--- src/rtl/rot_pkg.sv ---
// Shared constants, state encoding and position helpers
// for the perimeter rotation sequencer.
package rot_pkg;

    localparam logic [3:0] POS_MAX = 4'd11;

    typedef enum logic [1:0] {
        IDLE  = 2'd0,
        RUN   = 2'd1,
        PAUSE = 2'd2
    } state_t;

    localparam logic [1:0] SPEED_SLOW = 2'd0;
    localparam logic [1:0] SPEED_MED  = 2'd1;
    localparam logic [1:0] SPEED_HIGH = 2'd2;
    localparam logic [1:0] SPEED_FAST = 2'd3;

    function automatic logic [3:0] next_pos(
        input logic [3:0] p,
        input logic       ccw
    );
        if (ccw)
            return (p == 4'd0) ? POS_MAX : p - 4'd1;
        else
            return (p == POS_MAX) ? 4'd0 : p + 4'd1;
    endfunction

    function automatic logic is_wrap(
        input logic [3:0] p,
        input logic       ccw
    );
        return ccw ? (p == 4'd0) : (p == POS_MAX);
    endfunction

endpackage

--- src/rtl/rot_prescaler.sv ---
// Step-period prescaler: counts 0..d-1 while run, holds otherwise,
// and flags the terminal count (also when d shrinks below the count).
module rot_prescaler
    import rot_pkg::*;
#(
    parameter int PW = 27
) (
    input  logic        clk,
    input  logic        rst_n,
    input  logic        run,
    input  logic        clr,
    input  logic [PW:0] d,
    output logic        wrap
);

    logic [PW-1:0] cnt;
    logic [PW:0]   d_m1;

    assign d_m1 = d - {{PW{1'b0}}, 1'b1};
    assign wrap = run && ({1'b0, cnt} >= d_m1);

    always_ff @(posedge clk or negedge rst_n) begin
        if (!rst_n)
            cnt <= '0;
        else if (clr)
            cnt <= '0;
        else if (run)
            cnt <= wrap ? '0 : cnt + {{(PW-1){1'b0}}, 1'b1};
    end

endmodule

--- src/rtl/rot_sequencer.sv ---
// Rotation sequencer: walks pos around a 12-place perimeter
// at a selectable rate, with pause, manual step and lap counting.
module rot_sequencer
    import rot_pkg::*;
#(
    parameter int BASE_DIV = 12_500_000
) (
    input  logic       clk,
    input  logic       rst_n,
    input  logic       enable,
    input  logic       dir,
    input  logic [1:0] speed_sel,
    input  logic       step,
    input  logic       clear,
    output logic [3:0] pos,
    output logic       tick,
    output logic       lap,
    output logic [7:0] lap_count,
    output logic       running
);

    localparam int PW = $clog2(BASE_DIV * 8);
    localparam logic [PW:0] BASE = BASE_DIV[PW:0];

    state_t      state;
    state_t      state_nx;
    logic [PW:0] d;
    logic        step_q;
    logic        step_rise;
    logic        adv;
    logic        wrap;
    logic        run;
    logic        clr;

    assign d         = BASE << (2'd3 - speed_sel);
    assign step_rise = step & ~step_q;
    assign run       = (state == RUN) && enable && !clear;
    assign clr       = clear || (state == IDLE);

    rot_prescaler #(
        .PW(PW)
    ) u_presc (
        .clk  (clk),
        .rst_n(rst_n),
        .run  (run),
        .clr  (clr),
        .d    (d),
        .wrap (wrap)
    );

    // A manual step outranks the enable-driven transition in that cycle.
    always_comb begin
        state_nx = state;
        adv      = 1'b0;
        if (clear) begin
            state_nx = IDLE;
        end else if (step_rise && state != RUN) begin
            adv = 1'b1;
        end else begin
            unique case (state)
                IDLE:  if (enable) state_nx = RUN;
                RUN: begin
                    if (!enable) state_nx = PAUSE;
                    else         adv      = wrap;
                end
                PAUSE: if (enable) state_nx = RUN;
                default: state_nx = IDLE;
            endcase
        end
    end

    always_ff @(posedge clk or negedge rst_n) begin
        if (!rst_n) begin
            state     <= IDLE;
            step_q    <= 1'b0;
            pos       <= 4'd0;
            tick      <= 1'b0;
            lap       <= 1'b0;
            lap_count <= 8'd0;
            running   <= 1'b0;
        end else begin
            state   <= state_nx;
            step_q  <= step;
            running <= (state_nx == RUN);
            tick    <= adv;
            lap     <= adv && is_wrap(pos, dir);
            if (clear) begin
                pos       <= 4'd0;
                lap_count <= 8'd0;
            end else if (adv) begin
                pos <= next_pos(pos, dir);
                if (is_wrap(pos, dir))
                    lap_count <= lap_count + 8'd1;
            end
        end
    end

endmodule

--- config.mk ---
export PLATFORM = sky130hd
export DESIGN_NAME = rot_sequencer
export DESIGN_NICKNAME = d
export VERILOG_FILES = /design/src/rtl/rot_pkg.sv /design/src/rtl/rot_prescaler.sv /design/src/rtl/rot_sequencer.sv
export SDC_FILE = /design/constraint.sdc
export NUM_CORES = 1
export LEC_CHECK = 0
export CAP_MARGIN = 25
export CORE_MARGIN = 2
export CORE_UTILIZATION = 25
export DETAILED_ROUTE_END_ITERATION = 10
export GPL_ROUTABILITY_DRIVEN = 0
export SETUP_SLACK_MARGIN = 0.2
export SYNTH_ARGS = -nofsm -noshare
export SYNTH_HDL_FRONTEND = slang
export SYNTH_SLANG_ARGS = --single-unit
--- constraint.sdc ---
create_clock -name clk -period 5.02 [get_ports clk]
set_clock_uncertainty 0.2 [all_clocks]
set_input_delay 0.753 -clock clk [delete_from_list [all_inputs] [get_ports clk]]
set_output_delay 0.753 -clock clk [all_outputs]
set_load 0.05 [all_outputs]
After elaboration in Yosys (flattened, before gate mapping) --
Cells that the tools add are included.
Storage, ports and cells: flip-flop bits (word level) 45, input bits 8
Operators by class: add/sub/neg operators 6, order comparisons 1, eq/ne operators 5, shift operators 1, multiplexer cells 21, bitwise operators 2, reduce and logical (&&, ||, !) cells 14
Operators by type and width (number):
- two-way mux 27 bit | 3
- greater-or-equal comparator 27 x 28 -> 1 bit | 1
- left shift 24 x 2 -> 28 bit (first input constant) | 1
- subtractor 28 x 1 -> 28 bit (second input constant) | 1
- adder 27 x 1 -> 27 bit (second input constant) | 1
- two-way mux 8 bit | 3
- two-way mux 4 bit | 5
- adder 8 x 1 -> 8 bit (second input constant) | 1
- two-way mux 2 bit | 4
- nonzero test 2 bit | 3
- logical AND 1 bit | 5
- two-way mux 1 bit | 5
- adder 4 x 1 -> 4 bit (second input constant) | 1
- equality test 2 x 1 -> 1 bit (second input constant) | 2
- equality test 4 bit (second input constant) | 1
- zero test 4 bit | 1
- case mux 2 bit (2 select lines) | 1
- subtractor 4 x 1 -> 4 bit (second input constant) | 1
- equality test 2 bit (second input constant) | 1
- zero test 2 bit | 1
- != test 2 x 1 -> 1 bit (second input constant) | 1
- AND reduction 2 bit | 1
- OR reduction 2 bit | 1
- subtractor 2 bit (first input constant) | 1
- other kinds (4) | 4

Logic depth before layout (Yosys ltp) --
Gate-level depths: netlist (run 1).
depth in word-level cells 11, depth in mapped cells 13, gate-level depth less buffers 11

By module --
From an unflattened synthesis (run 1), not the netlist that was laid out.
Second synthesis, totals: cell total of the unflattened synthesis 465, area, all modules 3873.7 µm²
Modules (own cells, without submodules):
- rot_prescaler | times used 1, cells an instance 344, area each 2778.9 µm², seq. area each 675.6 µm²
- rot_sequencer | times used 1, cells an instance 121, area each 1094.8 µm², seq. area each 450.4 µm²

Worst setup path before layout (run 1) --
Ideal clock, no wire load.
path kind input -> register, start input speed_sel[1], end register lap_count[0], library setup time 0.125 ns, data arrival time 2.871 ns, setup slack 1.824 ns, stages 10, path through inv_1 nand2_1 ha_1 or4_1 a221o_1 o2111ai_2 o211ai_4 a31oi_2 nor3b_1 mux2_2
On the way: longest elaborated chain between the ends 11
RTL lines:
- from (decl) | line rot_sequencer.sv:12 | input logic [1:0] speed_sel,
- subtractor 2 bit | line rot_sequencer.sv:35 | assign d = BASE << (2'd3 - speed_sel);
- left shift 24 x 2 -> 28 bit | line rot_sequencer.sv:35
- subtractor 28 x 1 -> 28 bit | line rot_prescaler.sv:19 | assign d_m1 = d - {{PW{1'b0}}, 1'b1};
- greater-or-equal comparator 27 x 28 -> 1 bit | line rot_prescaler.sv:20 | assign wrap = run && ({1'b0, cnt} >= d_m1);
- logical AND 1 bit | line rot_prescaler.sv:20
- two-way mux 1 bit | line rot_sequencer.sv:63 | if (!enable) state_nx = PAUSE;
- two-way mux 1 bit | line rot_sequencer.sv:60 | unique case (state)
- two-way mux 1 bit | line rot_sequencer.sv:57 | end else if (step_rise && state != RUN) begin
- two-way mux 1 bit | line rot_sequencer.sv:55 | if (clear) begin
- nonzero test 2 bit (no line)
- AND reduction 2 bit (no line)
- to (signal assigned) | line rot_sequencer.sv:93 | lap_count <= lap_count + 8'd1;
- to (decl) | line rot_sequencer.sv:18 | output logic [7:0] lap_count,
No other way between the ends. A chain may end at the register's enable or synchronous reset.

Final worst setup path (run 1) --
start input speed_sel[0], end register u_presc.cnt[7]
On the way: longest elaborated chain between the ends 8
RTL lines:
- subtractor 2 bit | line rot_sequencer.sv:35
- left shift 24 x 2 -> 28 bit | line rot_sequencer.sv:35
- subtractor 28 x 1 -> 28 bit | line rot_prescaler.sv:19
- greater-or-equal comparator 27 x 28 -> 1 bit | line rot_prescaler.sv:20
- logical AND 1 bit | line rot_prescaler.sv:20
- two-way mux 27 bit | line rot_prescaler.sv:28 | cnt <= wrap ? '0 : cnt + {{(PW-1){1'b0}}, 1'b1};
- two-way mux 27 bit | line rot_prescaler.sv:27 | else if (run)
- two-way mux 27 bit | line rot_prescaler.sv:25 | else if (clr)
- to (signal assigned) | line rot_prescaler.sv:28
- to (decl) | line rot_prescaler.sv:16 | logic [PW-1:0] cnt;
No other way between the ends. The select of a mux whose other input is x is not followed.

==> impl_metrics.yaml, run 1 <==
synth:
  synth-edff-count: 0
  synth_nets: 355
  synth_cell_types: 52
  synth_top_flop_cell: "dfrtp_1"
  synth_seq_cells: 45
  yosysSeqAreaShare: 0.388
  synthCells: 324
  synth-async-reset-ratio: 1.00
  ys_warn_count: 0
  synth_area_um2: 2900
  syn_avg_cell_area_um2: 8.96
global_routing:
  grt_remaining_overflow: 0
  grt_max_degree: 46
  grt.total_usage: 0.114
  grt_pass1_wl_mm: 11.7
  grt_pass1_vias: 2494
  antenna_found_initial: 0
critical_path:
  path_max_fanout: 22
  worstPathRequired_ps: 5020
  worstSetupEndpointType: "flop"
  r2r_slack_ps: 1840
  startpoint_type: "primary input"
  critical_path_class: "in -> reg"
  arrival_ps: 3940
pwr:
  seqPwrFrac: 0.442
  power_uw: 843
  p_sw_uw: 199
  pwr_density_cell_nw_per_um2: 246
  vdd_drop_max_v: 0.000148
  combPwrFrac: 0.101
  p_leak_nw: 1.43
  p_int_uw: 644
  swShare: 0.236
  clockPowerShare: 0.457
timing:
  fin_ws_ps: 1090
  setup_violations: 0
  slew_headroom: 0.372
  post-route-min-period_ps: 3930
  finalSetupTns_ps: 0
  max_freq_mhz: 254
  fin_crit_sh: 0.784
  timing_hold_violations_final: 0
  tightestPinTransition_ps: 940
  rsz0062_at_grt: "false"
  holdWs_ps: 287
  slew_violations: 0
route:
  dr.pass1.iters: 4
  wirelength_mm: 6.82
  vias: 2509
  drc: 0
  ant_nets: 0
  wl_per_cell_um: 14.0
  drt-initial-drc-count: 120
  vias_per_cell: 5.15
clock_network:
  cts.sinks: 45
  cts_tree: "yes"
  htreeDepth: 2
  ctsHoldBuffers: 0
  cts_resized: 0
  cts_setup_buffers: 0
  cts_root_buffer: "clkbuf_16"
  cts.clk_slew.worst_paths_ps: 60
  cts.path.max_buffers: 2
  insertion_delay_ps: 290
  cts_made_buffers: 5
finish:
  final_common_cell: "dfrtp_1"
  drive_gt1_frac: 0.0552
  register_area_um2: 1130
  n_antenna_cell: 0
  final_cell_mix: "45 x dfrtp_1, 36 x nand2_1, 27 x nor2_1"
  syn_to_final_growth_pct: 18.1
  multiInputGateArea_um2: 1660
  nets: 374
  n_fill_cell: 1192
floorplan:
  initial_core_util: 0.255
  die_x_um: 112
  io-pin-count: 23
  coreArea_um2: 11400
  die_h_um: 112
  num_rows: 39
  die-area_um2: 12500
job:
  drv_cap: 0
place:
  dp_hpwl_mm: 4.92
  port-buffer-count: 22
  dp_slack_ps: 797
outcome:
  status: "complete, no violations"
hold_path:
  worstHoldPathType: "reg -> reg"
-- cells in the mapped netlist (2+ instances only) --
master	count	share of area
mux2_2	2	0.0078
ha_1	23	0.099
and4_1	4	0.012
clkbuf_1	10	0.013
xor2_1	6	0.018
nand4_1	10	0.022
inv_1	13	0.017
o31ai_1	3	0.0078
nor4_1	4	0.0086
or3_1	6	0.013
a21oi_1	24	0.041
conb_1	2	0.0026
o21ai_0	15	0.026
or4_1	4	0.010
nor2b_1	6	0.013
o21bai_1	3	0.0078
nand2_1	36	0.047
a31oi_1	11	0.024
dfrtp_1	45	0.39
a21o_1	5	0.013
nor3b_1	2	0.0052
xnor2_1	7	0.021
a211oi_1	3	0.0078
a41oi_1	2	0.0060
and3_1	2	0.0043
nand3_1	10	0.017
nor3_1	8	0.014
a221o_1	3	0.010
a22o_1	2	0.0060
buf_4	2	0.0052
nand2b_1	4	0.0086
nor2_1	27	0.035
-- layer usage --
| layer | wire [um] | up-vias | track usage |
|---|---|---|---|
| met5 | 0 | - | 0 |
| met1 | 3220 | 1215 | 0.152 |
| met2 | 3190 | 59 | 0.180 |
| met4 | 82 | 0 | 0.0370 |
| li1 | - | 1229 | - |
| met3 | 332 | 6 | 0.0299 |
-- final cells by class --
type	instances	area share
Clock buffer	7	0.0416
Tap cell	143	0.0522
Timing Repair Buffer	25	0.0693
Clock inverter	1	0.00876
Sequential cell	45	0.328
Inverter	13	0.0142
Multi-Input combinational cell	253	0.485
-- state kept, by name (all words and copies together), names as in the netlist --
register and flops:
pos 4, running 1, u_presc.cnt 27, step_q 1, lap 1, tick 1, lap_count 8, state 2
-- logic make-up (layout without fill, tap and decap cells) --
group,Yosys count,after routing,share of synthesized area
mux,3,3,0.0112
simple gates,127,127,0.223
xor+xnor,13,13,0.0392
fa+ha+maj,23,23,0.0991
flops,45,45,0.388
buf+inv,26,46,0.0388
other cells,2,2,0.00259
compound gates,85,85,0.198
-- power groups by stage --
stage,registers [mW],logic [mW],clock network [mW]
3_3_place_gp,0.379,0.0834,0
5_1_grt,0.373,0.0935,0.411
6_report,0.373,0.0848,0.386
2_1_floorplan,0.389,0.0435,0
4_1_cts,0.372,0.0858,0.399
3_5_place_dp,0.379,0.0852,0
-- worst paths after layout --
check / startpoint / endpoint / cells past startpoint
worst max-delay path: speed_sel[0] / u_presc.cnt[7]$_DFFE_PN0P_ / 11
worst min-delay path: u_presc.cnt[26]$_DFFE_PN0P_ / u_presc.cnt[26]$_DFFE_PN0P_ / 1
worst max register to register: u_presc.cnt[7]$_DFFE_PN0P_ / u_presc.cnt[7]$_DFFE_PN0P_ / 8
worst min register to register: u_presc.cnt[26]$_DFFE_PN0P_ / u_presc.cnt[26]$_DFFE_PN0P_ / 1
max in group asynchronous: rst_n / u_presc.cnt[21]$_DFFE_PN0P_ / 2
min in group asynchronous: rst_n / u_presc.cnt[23]$_DFFE_PN0P_ / 2
-- critical path: stages --
cell and delay, ps:
clkdlybuf4s50_1 500, inv_1 160, nand2_1 120, ha_1 190, or4_1 500, a221o_1 280
o2111ai_2 240, o211ai_4 170, nor3_4 590, or2b_1 280, a31oi_1 150
-- per-stage QoR --
stage	cell area (um2)	instances	utilization
floorplan	2900	324	-
global placement	3260	479	0.286
detailed placement	3260	479	0.286
CTS	3430	487	0.302
global route	3430	487	0.302
finish	3430	487	0.302
(Power assumes the default switching activity.)
==> run 2: changes to the inputs <==
==> constraint.sdc (replaced) <==
create_clock -name clk -period 3.75 [get_ports clk]
set_clock_uncertainty 0.2 [all_clocks]
set_input_delay 0.5625 -clock clk [delete_from_list [all_inputs] [get_ports clk]]
set_output_delay 0.5625 -clock clk [all_outputs]
set_load 0.05 [all_outputs]
==> impl_metrics.yaml, run 2 (synthesis gave the netlist of run 1 again) <==
timing:
  rsz0062_at_grt: "true"
  slew_violations: 0
  fin_crit_sh: 0.914
  tightestPinTransition_ps: 710
  slew_headroom: 0.526
  timing_hold_violations_final: 0
  post-route-min-period_ps: 3430
  max_freq_mhz: 292
  holdWs_ps: 126
  setup_violations: 0
pwr:
  vdd_drop_max_v: 0.000131
  p_leak_nw: 1.49
  power_mw: 1.14
  pwr_density_cell_nw_per_um2: 321
floorplan:
  die_h_um: 112
  coreArea_um2: 11400
  io-pin-count: 23
  die-area_um2: 12500
  num_rows: 39
  initial_core_util: 0.255
  die_x_um: 112
critical_path:
  path_max_fanout: 6
  critical_path_class: "in -> reg"
  startpoint_type: "primary input"
  reg2regPathDepth: 9
  cp_common_cell: "buf_4"
  crit_slowest_cell: "clkdlybuf4s50_1"
  worstPathRequired_ps: 3780
  rr_startpoint: "u_presc.cnt[7]$_DFFE_PN0P_"
  slowest_delay_ps: 470
  crit_chain: "clkdlybuf4s50_1 -> buf_4 -> nor2_1 -> ha_1 -> and4_1 -> a221o_1 -> a31oi_1 -> o211ai_4 -> buf_4 -> a21o_1 -> a21oi_1 -> mux2_2"
  arrival_ps: 3450
  crit_start: "speed_sel[0]"
  worstSetupEndpointType: "flop"
job:
  drv_cap: 0
global_routing:
  grt_remaining_overflow: 0
  grt_pass1_vias: 2440
  grt.total_usage: 0.115
  grt_pass1_wl_mm: 11.9
  grt_max_degree: 32
  antenna_found_initial: 0
finish:
  n_antenna_cell: 0
  top_register: "u_presc.cnt"
  final_cell_mix: "45 x dfrtp_1, 36 x nand2_1, 27 x nor2_1"
  largest_reg_flops: 27
  nets: 384
  drive_gt1_frac: 0.0932
  final_common_cell: "dfrtp_1"
  top_regs: "u_presc.cnt: 27 flops, lap_count: 8 flops, pos: 4 flops"
  syn_to_final_growth_pct: 21.9
  n_fill_cell: 1202
hold_path:
  worstHoldPathType: "in -> async"
route:
  vias_per_cell: 5.00
  wl_per_cell_um: 13.6
  drt-initial-drc-count: 138
  dr.pass1.iters: 4
  ant_nets: 0
  wirelength_mm: 6.76
  drc: 0
  vias: 2486
clock_network:
  cts_tree: "yes"
  htreeDepth: 2
  cts.path.max_buffers: 2
  cts_root_buffer: "clkbuf_16"
  cts.sinks: 45
  insertion_delay_ps: 280
  cts.clk_slew.worst_paths_ps: 60
  cts_made_buffers: 5
place:
  dp_hpwl_mm: 4.89
  port-buffer-count: 22
outcome:
  status: "complete, no violations"
==> run 2: where the power goes <==
part | total (mW) | internal, mW | switching (mW)
sequential | 0.499 | 0.491 | 0.00799
combinational | 0.121 | 0.0439 | 0.0773
clock | 0.516 | 0.333 | 0.183
total | 1.14 | 0.868 | 0.268
==> run 2: through the flow <==
step | cells | util | setup slack, ps | instance area [um2] | TNS (ps)
2_1_floorplan | 324 | - | 745 | 2900 | 0
3_3_place_gp | 488 | 0.293 | 102 | 3340 | 0
3_5_place_dp | 488 | 0.293 | -25.8 | 3340 | -38.4
4_1_cts | 496 | 0.309 | 219 | 3510 | 0
5_1_grt | 497 | 0.311 | 163 | 3540 | 0
6_report | 497 | 0.311 | 324 | 3540 | 0
==> run 2: routing by layer <==
metal,GRT usage,vias up,wire [um],share of wire
met2,0.177,22,3110,0.46
met3,0.0261,5,147,0.022
li1,-,1247,-,-
met1,0.162,1212,3440,0.51
met4,0.0329,0,61,0.0090
met5,0,-,0,0
==> run 2: timing repair <==
item                       CTS  global route
setup buffers                0             1
gates resized for setup      0             5
hold buffers                 0             0
setup endpoints to repair    0            13
==> run 2: area by class of cell <==
cell class	instances	area, um2	area share
Multi-Input combinational cell	253	1690	0.476
Sequential cell	45	1130	0.318
Timing Repair Buffer	35	325	0.0920
Tap cell	143	179	0.0506
Clock buffer	7	143	0.0403
Inverter	13	48.8	0.0138
Clock inverter	1	30.0	0.00849
==> run 2: final timing paths <==
kind	endpoint	slack, ps
worst min-delay path	u_presc.cnt[25]$_DFFE_PN0P_	130
worst max-delay path	lap_count[0]$_DFFE_PN0P_	320
worst max register to register	lap_count[0]$_DFFE_PN0P_	790
min in group clk	u_presc.cnt[26]$_DFFE_PN0P_	300
max in group asynchronous	lap_count[7]$_DFFE_PN0P_	2530
worst min register to register	u_presc.cnt[26]$_DFFE_PN0P_	300
==> run 2: worst max-delay path, delay by kind of cell <==
kind / cells / cell delay, ps
multiplexers: 1 / 180
AO/OA/AOI/OAI: 5 / 1190
adder cells (fa/ha/maj): 1 / 290
AND/OR/NAND/NOR: 2 / 410
buffers and inverters: 3 / 810
==> run 3: changes to the inputs <==
--- a/config.mk
+++ b/config.mk
@@ -8,8 +8,11 @@
 export CAP_MARGIN = 25
 export CORE_MARGIN = 2
 export CORE_UTILIZATION = 25
+export CTS_BUF_LIST = sky130_fd_sc_hd__clkbuf_16
 export DETAILED_ROUTE_END_ITERATION = 10
 export GPL_ROUTABILITY_DRIVEN = 0
+export HOLD_SLACK_MARGIN = 0.03
+export RECOVER_POWER = 50
 export SETUP_SLACK_MARGIN = 0.2
 export SYNTH_ARGS = -nofsm -noshare
 export SYNTH_HDL_FRONTEND = slang
==> impl_metrics.yaml, run 3 (synthesis gave the netlist of run 1 again) <==
outcome:
  status: "finished with violations"
  violations: "capacitance limit, slew limit"
finish:
  drive_gt1_frac: 0.0847
  final_cell_mix: "45 x dfrtp_1, 36 x nand2_1, 27 x nor2_1"
  top_register: "u_presc.cnt"
  fin_util: 0.310
  fin_cells: 497
  final_common_cell: "dfrtp_1"
  nets: 384
  largest_reg_flops: 27
  syn_to_final_growth_pct: 21.3
  n_antenna_cell: 0
  top_regs: "u_presc.cnt: 27 flops, lap_count: 8 flops, pos: 4 flops"
critical_path:
  slowest_delay_ps: 470
  path_max_fanout: 6
  crit_slowest_cell: "clkdlybuf4s50_1"
  critical_path_class: "in -> reg"
  worstPathRequired_ps: 3780
  cp_common_cell: "buf_4"
  arrival_ps: 3450
  startpoint_type: "primary input"
  worstSetupEndpointType: "flop"
  crit_buf_inv: 3
  crit_chain: "clkdlybuf4s50_1 -> buf_4 -> nor2_1 -> ha_1 -> and4_1 -> a221o_1 -> a31oi_1 -> o211ai_4 -> buf_4 -> a21o_1 -> a21oi_1 -> mux2_2"
  crit_family: "compound AO/OA/AOI/OAI gates"
floorplan:
  die-area_um2: 12500
  num_rows: 39
  die_h_um: 112
  coreArea_um2: 11400
  initial_core_util: 0.255
  io-pin-count: 23
  die_x_um: 112
pwr:
  p_leak_nw: 1.49
  power_mw: 1.11
  pwr_density_cell_nw_per_um2: 315
  vdd_drop_max_v: 0.000131
hold_path:
  worstHoldPathType: "reg -> reg"
job:
  drv_cap: 1
clock_network:
  cts_tree: "yes"
  htreeDepth: 2
  cts_made_buffers: 5
  cts.path.max_buffers: 2
  insertion_delay_ps: 290
  ctsHoldBuffers: 0
  cts.sinks: 45
  cts.clk_slew.worst_paths_ps: 60
  cts_root_buffer: "clkbuf_16"
global_routing:
  grt_pass1_vias: 2441
  grt_remaining_overflow: 0
  grt_pass1_wl_mm: 11.9
  grt.total_usage: 0.115
  antenna_found_initial: 0
  grt_max_degree: 32
route:
  drc: 0
  wl_per_cell_um: 13.6
  wirelength_mm: 6.76
  vias: 2495
  drt-initial-drc-count: 160
  vias_per_cell: 5.02
  ant_nets: 0
  dr.pass1.iters: 4
timing:
  finalSetupTns_ps: 0
  slew_headroom: -0.124
  slew_violations: 32
  fin_crit_sh: 0.913
  setup_violations: 0
  max_freq_mhz: 292
  rsz0062_at_grt: "true"
  holdWs_ps: 303
  timing_hold_violations_final: 0
  tightestPinTransition_ps: 1690
  post-route-min-period_ps: 3420
place:
  port-buffer-count: 22
  place_inst: 488
  dp_hpwl_mm: 4.89
==> run 3: cell types whose count changed in the layout (fill, tap and decap cells not counted) <==
cell and delta:
buf_4 -1, clkdlybuf4s50_1 -5, clkbuf_8 -1, clkinv_1 +1
dlygate4sd3_1 +5, clkbuf_1 +1, inv_1 +1, buf_2 -1
==> run 3: layout make-up <==
cell class	instances	area [um2]
clock buffers	5	125
clock inverters	3	37.5
fillers	1206	7850
inverters	13	48.8
multi-input cells	253	1690
flip-flops and latches	45	1130
well taps	143	179
repair buffers	35	320
==> run 3: path summary, 6_finish.rpt <==
kind / slack [ps] / depth (start not counted) / startpoint / endpoint
min in group asynchronous: 510 / 1 / rst_n / u_presc.cnt[25]$_DFFE_PN0P_
setup reg to reg: 790 / 9 / u_presc.cnt[7]$_DFFE_PN0P_ / lap_count[0]$_DFFE_PN0P_
hold reg to reg: 300 / 1 / u_presc.cnt[26]$_DFFE_PN0P_ / u_presc.cnt[26]$_DFFE_PN0P_
setup / recovery: 330 / 12 / speed_sel[0] / lap_count[0]$_DFFE_PN0P_
max in group asynchronous: 1350 / 2 / rst_n / lap_count[7]$_DFFE_PN0P_
hold / removal: 300 / 1 / u_presc.cnt[26]$_DFFE_PN0P_ / u_presc.cnt[26]$_DFFE_PN0P_
==> run 3: repair_timing <==
action                                  4_1_cts  5_1_grt
buffers inserted                              0        1
gates resized for setup                       0        5
endpoints found under the setup margin        0       13
==> run 3: per-layer routing <==
layer,track usage,part of all wire
met5,0,0
met3,0.0261,0.025
met4,0.0329,0.0090
met2,0.177,0.46
met1,0.162,0.51
==> run 3: stage by stage <==
stage	setup slack, ps	instance area (um2)
2_1_floorplan	745	2900
3_3_place_gp	102	3340
3_5_place_dp	-25.8	3340
4_1_cts	219	3500
5_1_grt	163	3520
6_report	327	3520
==> run 3: power by group <==
part / internal (mW) / leakage (nW) / switching [mW]
registers: 0.491 / 0.622 / 0.00796
clock network: 0.310 / 0.0826 / 0.182
logic: 0.0424 / 0.790 / 0.0772
total: 0.844 / 1.49 / 0.268
